[src/rtl/cpu_pkg.sv]
// Shared types and constants for the single-cycle MIPS core front end.
package cpu_pkg;

  localparam int unsigned XLEN = 32;

  // Fetch sequencer states
  typedef enum logic [1:0] {
    BOOT  = 2'd0,
    FETCH = 2'd1,
    STALL = 2'd2
  } state_e;

  // Next-PC source select
  typedef enum logic [1:0] {
    NPC_SEQ = 2'd0,
    NPC_BR  = 2'd1,
    NPC_J   = 2'd2,
    NPC_JR  = 2'd3
  } npc_sel_e;

  localparam logic [XLEN-1:0] RESET_VECTOR_DEFAULT = 32'h0040_0000;

endpackage

[src/rtl/pc_target_mux.sv]
// Combinational next-PC target computation with jr > j > branch > seq priority.
module pc_target_mux
  import cpu_pkg::*;
(
  input  logic [31:0] pc,
  input  logic [31:0] shifted_offset,
  input  logic [25:0] jump_index,
  input  logic [31:0] reg_target,
  input  logic        branch_taken,
  input  logic        jump,
  input  logic        jump_reg,
  output logic [31:0] pc_plus4,
  output logic [31:0] next_pc,
  output logic [1:0]  sel
);

  npc_sel_e sel_e;

  assign pc_plus4 = pc + 32'd4;
  assign sel      = 2'(sel_e);

  // Priority select of the target source
  always_comb begin
    sel_e = NPC_SEQ;
    if (jump_reg)          sel_e = NPC_JR;
    else if (jump)         sel_e = NPC_J;
    else if (branch_taken) sel_e = NPC_BR;
  end

  // Target value for the selected source
  always_comb begin
    next_pc = pc_plus4;
    case (sel_e)
      NPC_BR:  next_pc = pc_plus4 + shifted_offset;
      NPC_J:   next_pc = {pc_plus4[31:28], jump_index, 2'b00};
      NPC_JR:  next_pc = {reg_target[31:2], 2'b00};
      default: next_pc = pc_plus4;
    endcase
  end

endmodule

[src/rtl/pc_next_unit.sv]
// PC register, fetch handshake sequencer and retire bookkeeping.
module pc_next_unit
  import cpu_pkg::*;
#(
  parameter logic [31:0] RESET_VECTOR = RESET_VECTOR_DEFAULT,
  parameter int unsigned BOOT_CYCLES  = 2
) (
  input  logic        clk,
  input  logic        rst_n,
  input  logic [31:0] shifted_offset,
  input  logic [25:0] jump_index,
  input  logic [31:0] reg_target,
  input  logic        branch_taken,
  input  logic        jump,
  input  logic        jump_reg,
  input  logic        hold,
  output logic        imem_req,
  output logic [31:0] imem_addr,
  input  logic        imem_ready,
  output logic [31:0] pc,
  output logic [31:0] pc_plus4,
  output logic        instr_done,
  output logic        misalign_err,
  output logic [31:0] retire_count
);

  localparam int unsigned BOOT_W = 4;

  state_e            state;
  logic [BOOT_W-1:0] boot_cnt;
  logic [31:0]       next_pc;
  logic [1:0]        sel;
  logic              retire;

  pc_target_mux u_mux (
    .pc             (pc),
    .shifted_offset (shifted_offset),
    .jump_index     (jump_index),
    .reg_target     (reg_target),
    .branch_taken   (branch_taken),
    .jump           (jump),
    .jump_reg       (jump_reg),
    .pc_plus4       (pc_plus4),
    .next_pc        (next_pc),
    .sel            (sel)
  );

  assign imem_addr = pc;

  // An instruction retires on a ready fetch without hold, or when a stall releases
  always_comb begin
    retire = 1'b0;
    if (state == FETCH && imem_ready && !hold) retire = 1'b1;
    if (state == STALL && !hold)               retire = 1'b1;
  end

  // Fetch sequencer, PC register and retire counters
  always_ff @(posedge clk or negedge rst_n) begin
    if (!rst_n) begin
      state        <= BOOT;
      boot_cnt     <= '0;
      pc           <= RESET_VECTOR;
      imem_req     <= 1'b0;
      instr_done   <= 1'b0;
      misalign_err <= 1'b0;
      retire_count <= '0;
    end else begin
      instr_done <= 1'b0;
      case (state)
        BOOT: begin
          if (boot_cnt == BOOT_W'(BOOT_CYCLES - 1)) begin
            state    <= FETCH;
            imem_req <= 1'b1;
          end else begin
            boot_cnt <= boot_cnt + BOOT_W'(1);
          end
        end
        FETCH: begin
          if (imem_ready && hold) begin
            state    <= STALL;
            imem_req <= 1'b0;
          end
        end
        STALL: begin
          if (!hold) begin
            state    <= FETCH;
            imem_req <= 1'b1;
          end
        end
        default: begin
          state    <= BOOT;
          imem_req <= 1'b0;
        end
      endcase

      if (retire) begin
        pc           <= next_pc;
        instr_done   <= 1'b1;
        retire_count <= retire_count + 32'd1;
        if (sel == 2'(NPC_JR) && reg_target[1:0] != 2'b00) misalign_err <= 1'b1;
      end
    end
  end

endmodule

[config.mk]
export PLATFORM = sky130hd
export DESIGN_NAME = pc_next_unit
export DESIGN_NICKNAME = d
export VERILOG_FILES = /design/src/rtl/cpu_pkg.sv /design/src/rtl/pc_target_mux.sv /design/src/rtl/pc_next_unit.sv
export SDC_FILE = /design/constraint.sdc
export NUM_CORES = 1
export LEC_CHECK = 0
export ABC_AREA = 0
export BUFFER_PORTS_ARGS = -buffer_cell sky130_fd_sc_hd__buf_2
export CAP_MARGIN = 20
export CORE_MARGIN = 2
export CORE_UTILIZATION = 46
export DETAILED_ROUTE_END_ITERATION = 12
export PLACE_DENSITY = 0.78
export SYNTH_ARGS = -nofsm -noshare
export SYNTH_HDL_FRONTEND = slang
export SYNTH_SLANG_ARGS = --single-unit
[constraint.sdc]
create_clock -name clk -period 4.1 [get_ports clk]
set_input_delay 0.615 -clock clk [delete_from_list [all_inputs] [get_ports clk]]
set_output_delay 0.615 -clock clk [all_outputs]
set_load 0.05 [all_outputs]
==> reports/metrics.cfg, run 1 <==
[layout]
mostFrequentLayoutCell = buf_2
drive_gt1_share_pct = 34.38
syn2layout_area_growth_pct = 29.89
finalNetCount = 1095
postLayoutCoreUtil_pct = 60.75
fin_area_um2 = 7981
final_cell_mix = 226 x buf_2, 79 x nand2_1, 67 x a21oi_1
stdcell_count = 1136
num_antenna_cells = 0

[global_route]
grt_max_degree = 73
grt.total_usage_pct = 29.42
use_met2_pct = 48.00
use_met3_pct = 6.084
grt_overflow_total = 0
met1_usage_pct = 38.83
grt_busiest_layer = met2
grt_pass1_wl_um = 32900
grt_pass1_vias = 6288
antenna_found_initial = 1

[setup_path]
crit_path_start_kind = flop
crit_chain = nand3_2, or3_4, or3_4, nor2_4, and3_4, xor2_4, ha_4, a21oi_1, nand3_1, a211oi_1, a211oi_2, nand4_1, nand2b_1, xnor2_1, a211o_1, nand3_1
max_stage_delay_ns = 0.45
startpoint = imem_addr[6]
r2r_start = imem_addr[6]
worstPathRequired_ns = 4.38
crit_fanout = 6
end_kind = flop
crit_type = reg -> reg
slowest_stage = or3_4
crit_arrival_ns = 4.19

[timing]
worst_pin_slew_ns = 0.9648
fmax_mhz = 255.6
hold_viol = 0
setup_viol = 0
clock_skew_ns = 0.005936
max-slew-margin-rel_pct = 35.68
slew_violations = 0
finalSetupTns_ns = 0
period_share_pct = 95.41
fin_crit_ns = 3.912

[detailed_routing]
drt_wl_total_um = 21040
firstDrtPassIters = 5
ant_nets = 0
via_count = 6516
post-route-drc-count = 0
drt-vias-per-instance = 5.736
avgRoutedWirePerCell_um = 18.52
drt_iter0_drc = 431

[pwr]
p_per_area_nw_per_um2 = 879.1
ir_worst_vdd_v = 0.0006406
p_leak_nw = 3.868
finalPower_mw = 7.016

[clock_tree]
cts.sinks = 72
cts_tree = built
cts_buffers = 9
path_clk_slew_ns = 0.06
ctsRootBufferMaster = clkbuf_16
clk_latency_ns = 0.34
clockBufferDepth = 2
htreeDepth = 3

[floorplanning]
die_area_um2 = 14300
die_w_um = 119.6
start_util_pct = 46.77
io_pins = 228
core_area_um2 = 13140
die_h_um = 119.6
num_rows = 42

[synth]
postSynthAreaPerCell_um2 = 8.149
seq_area_frac_synth_pct = 29.34
synth-seq-cells = 72
syn_area_um2 = 6145
synth_warnings = 0
ys_async_sr_fraction_pct = 100.0
synth_cells = 754
syn-num-nets = 894
synth_cell_types = 67
synth_edf_count = 0
synth-main-ff-cell = dfrtp_1

[placed_design]
io_buffers = 227
dp_hpwl_um = 15830
place_congestion = 1.009
placed_area_um2 = 7609
dpl.cell_count = 1119

[hold_path]
worstHoldPathType = in -> async

[run_status]
outcome = finished clean

[job]
drv_cap = 0

-- timing repair --
item,in CTS,in global routing
hold buffers,0,0
resized for setup,0,17
setup endpoints to repair,0,13
buffers inserted,0,1
-- critical path, delay by kind of cell, from the launching register on --
kind / cells / cell delay, ns
AND/OR/NAND/NOR: 9 / 1.87
AO/OA/AOI/OAI: 4 / 0.96
XOR/XNOR: 2 / 0.35
adder cells (fa/ha/maj): 1 / 0.24
flip-flops: 1 / 0.42
-- per-layer routing --
| metal | part of all wire, % | vias up |
|---|---|---|
| met4 | 2.8 | 2 |
| met2 | 47 | 322 |
| met5 | 0.062 | - |
| li1 | - | 3068 |
| met1 | 43 | 3084 |
| met3 | 7.6 | 40 |
-- metrics by stage --
step	setup WS, ns	hold slack, ns
2_1_floorplan	-0.01180	0.3194
4_1_cts	0.01696	0.4574
6_report	0.1881	0.4205
3_5_place_dp	0.03799	0.4627
5_1_grt	-0.01245	0.4816
3_3_place_gp	0.2024	0.4543
-- path summary, 6_finish.rpt --
path | to | slack, ns | cells after the start
setup / recovery | imem_addr[28] | 0.19 | 16
hold / removal | retire_count[30] | 0.42 | 1
setup reg to reg | imem_addr[28] | 0.19 | 16
hold reg to reg | retire_count[31] | 0.47 | 1
max in group asynchronous | imem_addr[8] | 2.98 | 1
min in group clk | retire_count[31] | 0.47 | 1
-- power breakdown --
group	switching, mW	internal, mW
registers	0.357	0.931
logic	3.43	1.48
clock network	0.340	0.474
total	4.13	2.89
-- synth_stat cells, types with 2 or more instances --
| cell type | n | area, um^2 |
|---|---|---|
| or2_2 | 3 | 18.77 |
| nor4_1 | 3 | 18.77 |
| nor2b_1 | 2 | 12.51 |
| inv_1 | 22 | 82.58 |
| buf_6 | 2 | 22.52 |
| nand3b_1 | 2 | 15.01 |
| o21bai_1 | 4 | 30.03 |
| or3_1 | 5 | 31.28 |
| a21oi_1 | 69 | 345.3 |
| nand3_1 | 35 | 175.2 |
| and3_1 | 13 | 81.33 |
| nor3_1 | 11 | 55.05 |
| o21a_1 | 2 | 15.01 |
| mux2_2 | 2 | 22.52 |
| xnor2_1 | 54 | 473.0 |
| a21o_1 | 9 | 67.56 |
| ha_1 | 42 | 525.5 |
| dfrtp_1 | 71 | 1777 |
| nand4_1 | 14 | 87.58 |
| nor2_1 | 69 | 259.0 |
| o21ai_0 | 44 | 220.2 |
| a31oi_1 | 7 | 43.79 |
| o211ai_1 | 3 | 22.52 |
| a22o_1 | 2 | 17.52 |
| a221oi_1 | 5 | 43.79 |
| nand2b_1 | 6 | 37.54 |
| and2_1 | 2 | 12.51 |
| buf_4 | 34 | 255.2 |
| buf_1 | 3 | 11.26 |
| a211oi_1 | 7 | 52.55 |
| clkbuf_1 | 18 | 67.56 |
| nand2_1 | 80 | 300.3 |
| o22ai_1 | 19 | 118.9 |
| a221o_1 | 2 | 20.02 |
| xor2_1 | 37 | 324.1 |
| o221ai_1 | 6 | 52.55 |
| nor3b_1 | 2 | 15.01 |
| a211o_1 | 5 | 43.79 |
| a222oi_1 | 5 | 50.05 |
| clkinv_1 | 2 | 7.510 |
| and4_1 | 2 | 17.52 |
| a21boi_0 | 4 | 30.03 |
-- logic make-up (layout without fill, tap and decap cells) --
kind of cell,count (synthesis),after routing,share of synthesized area (%)
and+or+nand+nor,256,256,19.61
AOI/OAI and AO/OA,205,205,20.83
xor gates and xnor gates,92,92,13.24
buffers and inverters,83,289,7.575
DFF,72,72,29.34
adders and majority gates,43,43,8.878
muxes,3,3,0.5294
-- final cells by class --
cell class                      instances  area (um^2)
Sequential cell                        72         1818
Fill cell                            1219         5156
Clock buffer                           10        229.0
Timing Repair Buffer                  249         1304
Multi-Input combinational cell        599         4253
Clock inverter                          6        67.56
Tap cell                              176        220.2
Inverter                               24        90.09
-- flip-flops by register name (all words and copies together), names as in the netlist --
register and count:
imem_addr 32, retire_count 32, boot_cnt 4, imem_req 1
instr_done 1, misalign_err 1, state 1
Note: power is estimated with default switching activity, not from simulation.
==> inputs of run 2 (changes only) <==
SETUP_SLACK_MARGIN = 0.3   (was default)
==> reports/metrics.cfg, run 2 (synthesis results as in run 1) <==
[setup_path]
crit_fanout = 6  ; unchanged
worstPathRequired_ns = 4.31  ; was 4.38 ns
crit_path_start_kind = flop  ; unchanged
crit_type = reg -> reg  ; unchanged
crit_arrival_ns = 3.95  ; was 4.19 ns
end_kind = flop  ; unchanged

[layout]
syn2layout_area_growth_pct = 36.53  ; was 29.89%
final_cell_mix = 226 x buf_2, 72 x nand2_1, 65 x nor2_1  ; was 226 x buf_2, 79 x nand2_1, 67 x a21oi_1
num_antenna_cells = 0  ; unchanged
mostFrequentLayoutCell = buf_2  ; unchanged
drive_gt1_share_pct = 39.51  ; was 34.38%
finalNetCount = 1112  ; was 1095
fill_cells = 1174  ; was 1219

[detailed_routing]
drt_iter0_drc = 549  ; was 431
via_count = 6570  ; was 6516
drt_wl_total_um = 21080  ; was 21040 um
avgRoutedWirePerCell_um = 18.29  ; was 18.52 um
firstDrtPassIters = 5  ; unchanged
ant_nets = 0  ; unchanged
post-route-drc-count = 0  ; unchanged
drt-vias-per-instance = 5.698  ; was 5.736

[timing]
clock_skew_ns = 0.008429  ; was 0.005936 ns
hold_viol = 0  ; unchanged
setup_viol = 0  ; unchanged
slew_violations = 0  ; unchanged
worst_pin_slew_ns = 0.9706  ; was 0.9648 ns
finalSetupTns_ns = 0  ; unchanged
fin_crit_ns = 3.734  ; was 3.912 ns
period_share_pct = 91.08  ; was 95.41%
fmax_mhz = 267.8  ; was 255.6 MHz
rsz0062_at_grt = true
max-slew-margin-rel_pct = 35.29  ; was 35.68%

[job]
drv_cap = 0  ; unchanged

[floorplanning]
start_util_pct = 46.77  ; unchanged
core_area_um2 = 13140  ; unchanged
die_area_um2 = 14300  ; unchanged
die_w_um = 119.6  ; unchanged
die_h_um = 119.6  ; unchanged
io_pins = 228  ; unchanged
num_rows = 42  ; unchanged

[global_route]
grt_overflow_total = 0  ; unchanged
use_met2_pct = 46.96  ; was 48.00%
antenna_found_initial = 0  ; was 1
grt_max_degree = 73  ; unchanged
grt_pass1_wl_um = 32330  ; was 32900 um
grt_pass1_vias = 6183  ; was 6288
grt.total_usage_pct = 28.91  ; was 29.42%
grt_busiest_layer = met2  ; unchanged
use_met3_pct = 5.418  ; was 6.084%
met1_usage_pct = 39.05  ; was 38.83%

[pwr]
finalPower_mw = 7.229  ; was 7.016 mW
ir_worst_vdd_v = 0.0006242  ; was 0.0006406 V
p_per_area_nw_per_um2 = 861.6  ; was 879.1 nW/um^2
p_leak_nw = 3.973  ; was 3.868 nW

[hold_path]
worstHoldPathType = in -> async  ; unchanged

[clock_tree]
cts_buffers = 9  ; unchanged
htreeDepth = 3  ; unchanged
ctsRootBufferMaster = clkbuf_16  ; unchanged
clockBufferDepth = 2  ; unchanged
clk_latency_ns = 0.35  ; was 0.34 ns
cts.sinks = 72  ; unchanged
path_clk_slew_ns = 0.06  ; about the same
cts_tree = built  ; unchanged

[placed_design]
place_congestion = 0.9495  ; was 1.009
dp_hpwl_um = 15870  ; was 15830 um
io_buffers = 227  ; unchanged

[run_status]
outcome = finished clean  ; unchanged

[run 2: cell types whose count changed in the layout (fill, tap and decap cells not counted), moves of 4 or more]
cell and change:
buf_4 +15, ha_1 -8, nand2_1 -7, nand2_2 +7, ha_4 +6, o21ai_0 -5
nand3_1 -4, nor3_1 -4, nor3_2 +4
[run 2: stage by stage]
step / hold slack, ns / setup slack [ns] / util (%) / cell area (um^2) / instances
5_1_grt: 0.4964 / 0.1662 / 63.86 / 8389 / 1153
6_report: 0.4194 / 0.3657 / 63.86 / 8389 / 1153
3_3_place_gp: 0.4570 / 0.2216 / 58.47 / 7681 / 1113
2_1_floorplan: 0.3194 / 0.09740 / - / 6591 / 754
3_5_place_dp: 0.4662 / 0.1205 / 58.47 / 7681 / 1113
4_1_cts: 0.4606 / 0.2813 / 61.08 / 8024 / 1132
[run 2: worst paths after layout]
kind	from	endpoint	slack [ns]	depth (start not counted)
setup / recovery	imem_addr[6]	imem_addr[31]	0.37	17
setup reg to reg	imem_addr[6]	imem_addr[31]	0.37	17
max in group asynchronous	rst_n	imem_addr[5]	2.98	1
min in group clk	retire_count[31]	retire_count[31]	0.47	1
hold reg to reg	retire_count[31]	retire_count[31]	0.47	1
hold / removal	rst_n	retire_count[30]	0.42	1
[run 2: final cells by class]
cell class                 count  area (um^2)  share of cell area (%)
clock buffer                  10        229.0                   2.729
clock inverter                 6        42.54                  0.5071
inverter                      24        90.09                   1.074
multi-input combinational    599         4532                   54.02
sequential                    72         1819                   21.69
tap                          176        220.2                   2.625
timing repair buffer         266         1456                   17.36
[run 2: routing by layer]
layer	wire [um]	vias to the layer above
met3	1787	34
met4	417	0
met2	10060	294
li1	-	3121
met1	8823	3121
met5	0	-
[run 2: what timing repair did]
item / CTS / global route
hold buffers: 0 / 0
pin swaps: 3 / 25
buffers inserted: 3 / 21
cloned: 0 / 0
gates resized for setup: 8 / 45
setup endpoints to repair: 13 / 16
[run 2: power breakdown]
| group | internal (mW) | switching [mW] |
|---|---|---|
| Clock | 0.412 | 0.332 |
| Combinational | 1.64 | 3.54 |
| Sequential | 0.932 | 0.369 |
[run 2: critical path: stages, from the launching register on]
cell      delay, ns
dfrtp_2        0.42
nand3_4        0.09
or3_4          0.40
or3_4          0.44
nor2_4         0.14
buf_12         0.14
buf_12         0.10
xor2_4         0.22
ha_4           0.25
nand4_1        0.11
o211ai_1       0.13
a221oi_2       0.28
a31oi_2        0.09
nand4_1        0.10
nand4_1        0.13
a221oi_2       0.32
xnor2_1        0.15
o21ai_1        0.07
==> inputs of run 3 (changes only) <==
PLACE_DENSITY = default   (was 0.78)
PLACE_DENSITY_LB_ADDON = 0.3   (was default)
REMOVE_ABC_BUFFERS = 1   (was default)
==> reports/metrics.cfg, run 3 (synthesis results as in run 1) <==
[pwr]
p_per_area_nw_per_um2 = 885.8  ; was 861.6 nW/um^2
p_leak_nw = 3.948  ; was 3.973 nW
ir_worst_vdd_v = 0.0005844  ; was 0.0006242 V

[timing]
fin_ws_ns = 0.3723  ; was 0.3657 ns
finalSetupTns_ns = 0  ; unchanged
rsz0062_at_grt = true  ; unchanged
period_share_pct = 90.92  ; was 91.08%
slew_violations = 0  ; unchanged
clock_skew_ns = 0.005702  ; was 0.008429 ns
hold_viol = 0  ; unchanged
max-slew-margin-rel_pct = 33.75  ; was 35.29%
fmax_mhz = 268.3  ; was 267.8 MHz
fin_crit_ns = 3.728  ; was 3.734 ns
setup_viol = 0  ; unchanged
worst_pin_slew_ns = 0.9938  ; was 0.9706 ns

[detailed_routing]
via_count = 6675  ; was 6570
drt_wl_total_um = 21730  ; was 21080 um
avgRoutedWirePerCell_um = 18.80  ; was 18.29 um
drt_iter0_drc = 506  ; was 549
drt-vias-per-instance = 5.774  ; was 5.698
firstDrtPassIters = 5  ; unchanged
ant_nets = 0  ; unchanged
post-route-drc-count = 0  ; unchanged

[clock_tree]
clk_latency_ns = 0.35  ; about the same
ctsRootBufferMaster = clkbuf_16  ; unchanged
path_clk_slew_ns = 0.06  ; about the same
cts_tree = built  ; unchanged
cts_buffers = 9  ; unchanged
clockBufferDepth = 2  ; unchanged
cts.sinks = 72  ; unchanged
htreeDepth = 3  ; unchanged

[placed_design]
post-place-ws_ns = 0.1390  ; was 0.1205 ns
dp_hpwl_um = 16030  ; was 15870 um
io_buffers = 227  ; unchanged
place_congestion = 0.9777  ; was 0.9495
placed_area_um2 = 7378  ; was 7681 um^2

[layout]
fill_cells = 1205  ; was 1174
postLayoutCoreUtil_pct = 62.14  ; was 63.86%
syn2layout_area_growth_pct = 32.87  ; was 36.53%
num_antenna_cells = 0  ; unchanged
final_cell_mix = 226 x buf_2, 76 x nand2_1, 69 x dfrtp_1  ; was 226 x buf_2, 72 x nand2_1, 65 x nor2_1
mostFrequentLayoutCell = buf_2  ; unchanged
fin_area_um2 = 8164  ; was 8389 um^2
finalNetCount = 1116  ; was 1112
drive_gt1_share_pct = 37.76  ; was 39.51%

[setup_path]
r2r_start = imem_addr[8]  ; was imem_addr[6]
crit_arrival_ns = 3.94  ; was 3.95 ns
startpoint = imem_addr[8]  ; was imem_addr[6]
crit_type = reg -> reg  ; unchanged
crit_path_end = imem_addr[31]  ; unchanged
timing.rr.end = imem_addr[31]  ; unchanged
worstPathRequired_ns = 4.31  ; about the same
crit_fanout = 5  ; was 6
rr_worst_depth = 16  ; was 17
crit_path_start_kind = flop  ; unchanged
r2r_slack_ns = 0.37  ; about the same
end_kind = flop  ; unchanged

[global_route]
grt_pass1_vias = 6164  ; was 6183
grt_pass1_wl_um = 32510  ; was 32330 um
grt.total_usage_pct = 29.06  ; was 28.91%
grt_max_degree = 73  ; unchanged
antenna_found_initial = 0  ; unchanged
grt_overflow_total = 0  ; unchanged

[floorplanning]
core_area_um2 = 13140  ; unchanged
die_h_um = 119.6  ; unchanged
die_w_um = 119.6  ; unchanged
die_area_um2 = 14300  ; unchanged
io_pins = 228  ; unchanged
num_rows = 42  ; unchanged
start_util_pct = 46.77  ; unchanged

[run_status]
outcome = finished clean  ; unchanged

[job]
drv_cap = 0  ; unchanged

[hold_path]
worstHoldPathType = in -> async  ; unchanged

## run 3: cell count changes in the layout (fill, tap and decap cells not counted), moves of 4 or more
cell     delta
xnor2_1     +7
a21oi_1     -4
ha_4        -4
nor2_2      +4
dfrtp_2    -11
buf_4       +5
dfrtp_1    +11
nand2_2     -4
nand2_1     +4
xnor2_4     -7
ha_2        +4
## run 3: what timing repair did
| item | in CTS | in global routing |
|---|---|---|
| gates resized for setup | 13 | 80 |
| endpoints found under the setup margin | 12 | 16 |
| pin swaps | 1 | 28 |
| buffers inserted | 0 | 10 |
| hold buffers | 0 | 0 |
## run 3: report_power, final
group          switching, mW  internal (mW)  leakage [nW]  total [mW]
logic                   3.58           1.62          2.91        5.21
clock network          0.335          0.441         0.134       0.776
registers              0.329          0.922         0.904        1.25
## run 3: cell type report
class	instances	area, um^2	area share [%]
flip-flops and latches	72	1805	22.11
clock inverters	4	28.78	0.3525
repair buffers	270	1465	17.95
clock buffers	11	252.7	3.096
well taps	176	220.2	2.697
inverters	24	90.09	1.103
multi-input cells	599	4302	52.69
## run 3: per-stage QoR
step	power [mW]	hold WS, ns	instances
global placement	5.995	0.4565	1131
finish	7.232	0.4324	1156
floorplan	4.728	0.3194	695
CTS	6.849	0.4697	1146
detailed placement	6.015	0.4616	1131
global route	7.609	0.4822	1156
## run 3: how the worst min path moves through the flow
stage / from / endpoint / depth (start not counted)
3_5_place_dp: misalign_err / misalign_err / 1
3_3_place_gp: misalign_err / misalign_err / 1
4_1_cts: rst_n / imem_addr[20] / 1
2_1_floorplan: rst_n / boot_cnt[0] / 0
6_report: rst_n / misalign_err / 1
5_1_grt: misalign_err / misalign_err / 1
## run 3: metal layers
layer,wire length (um),track usage (%)
met1,9238,38.66
met2,10190,47.07
met3,1615,4.895
met4,682,11.84
met5,0,0
## run 3: worst max-delay path, stage by stage, from the launching register on
cell	delay (ns)
dfrtp_1	0.40
inv_2	0.07
or3_4	0.42
or3_4	0.36
buf_4	0.17
or2_4	0.29
xnor2_4	0.22
ha_1	0.27
nand2_2	0.12
nor2_1	0.07
a221oi_2	0.33
a31oi_4	0.08
nand4_1	0.13
nand4_1	0.14
a221oi_2	0.29
xnor2_1	0.15
o21ai_1	0.07
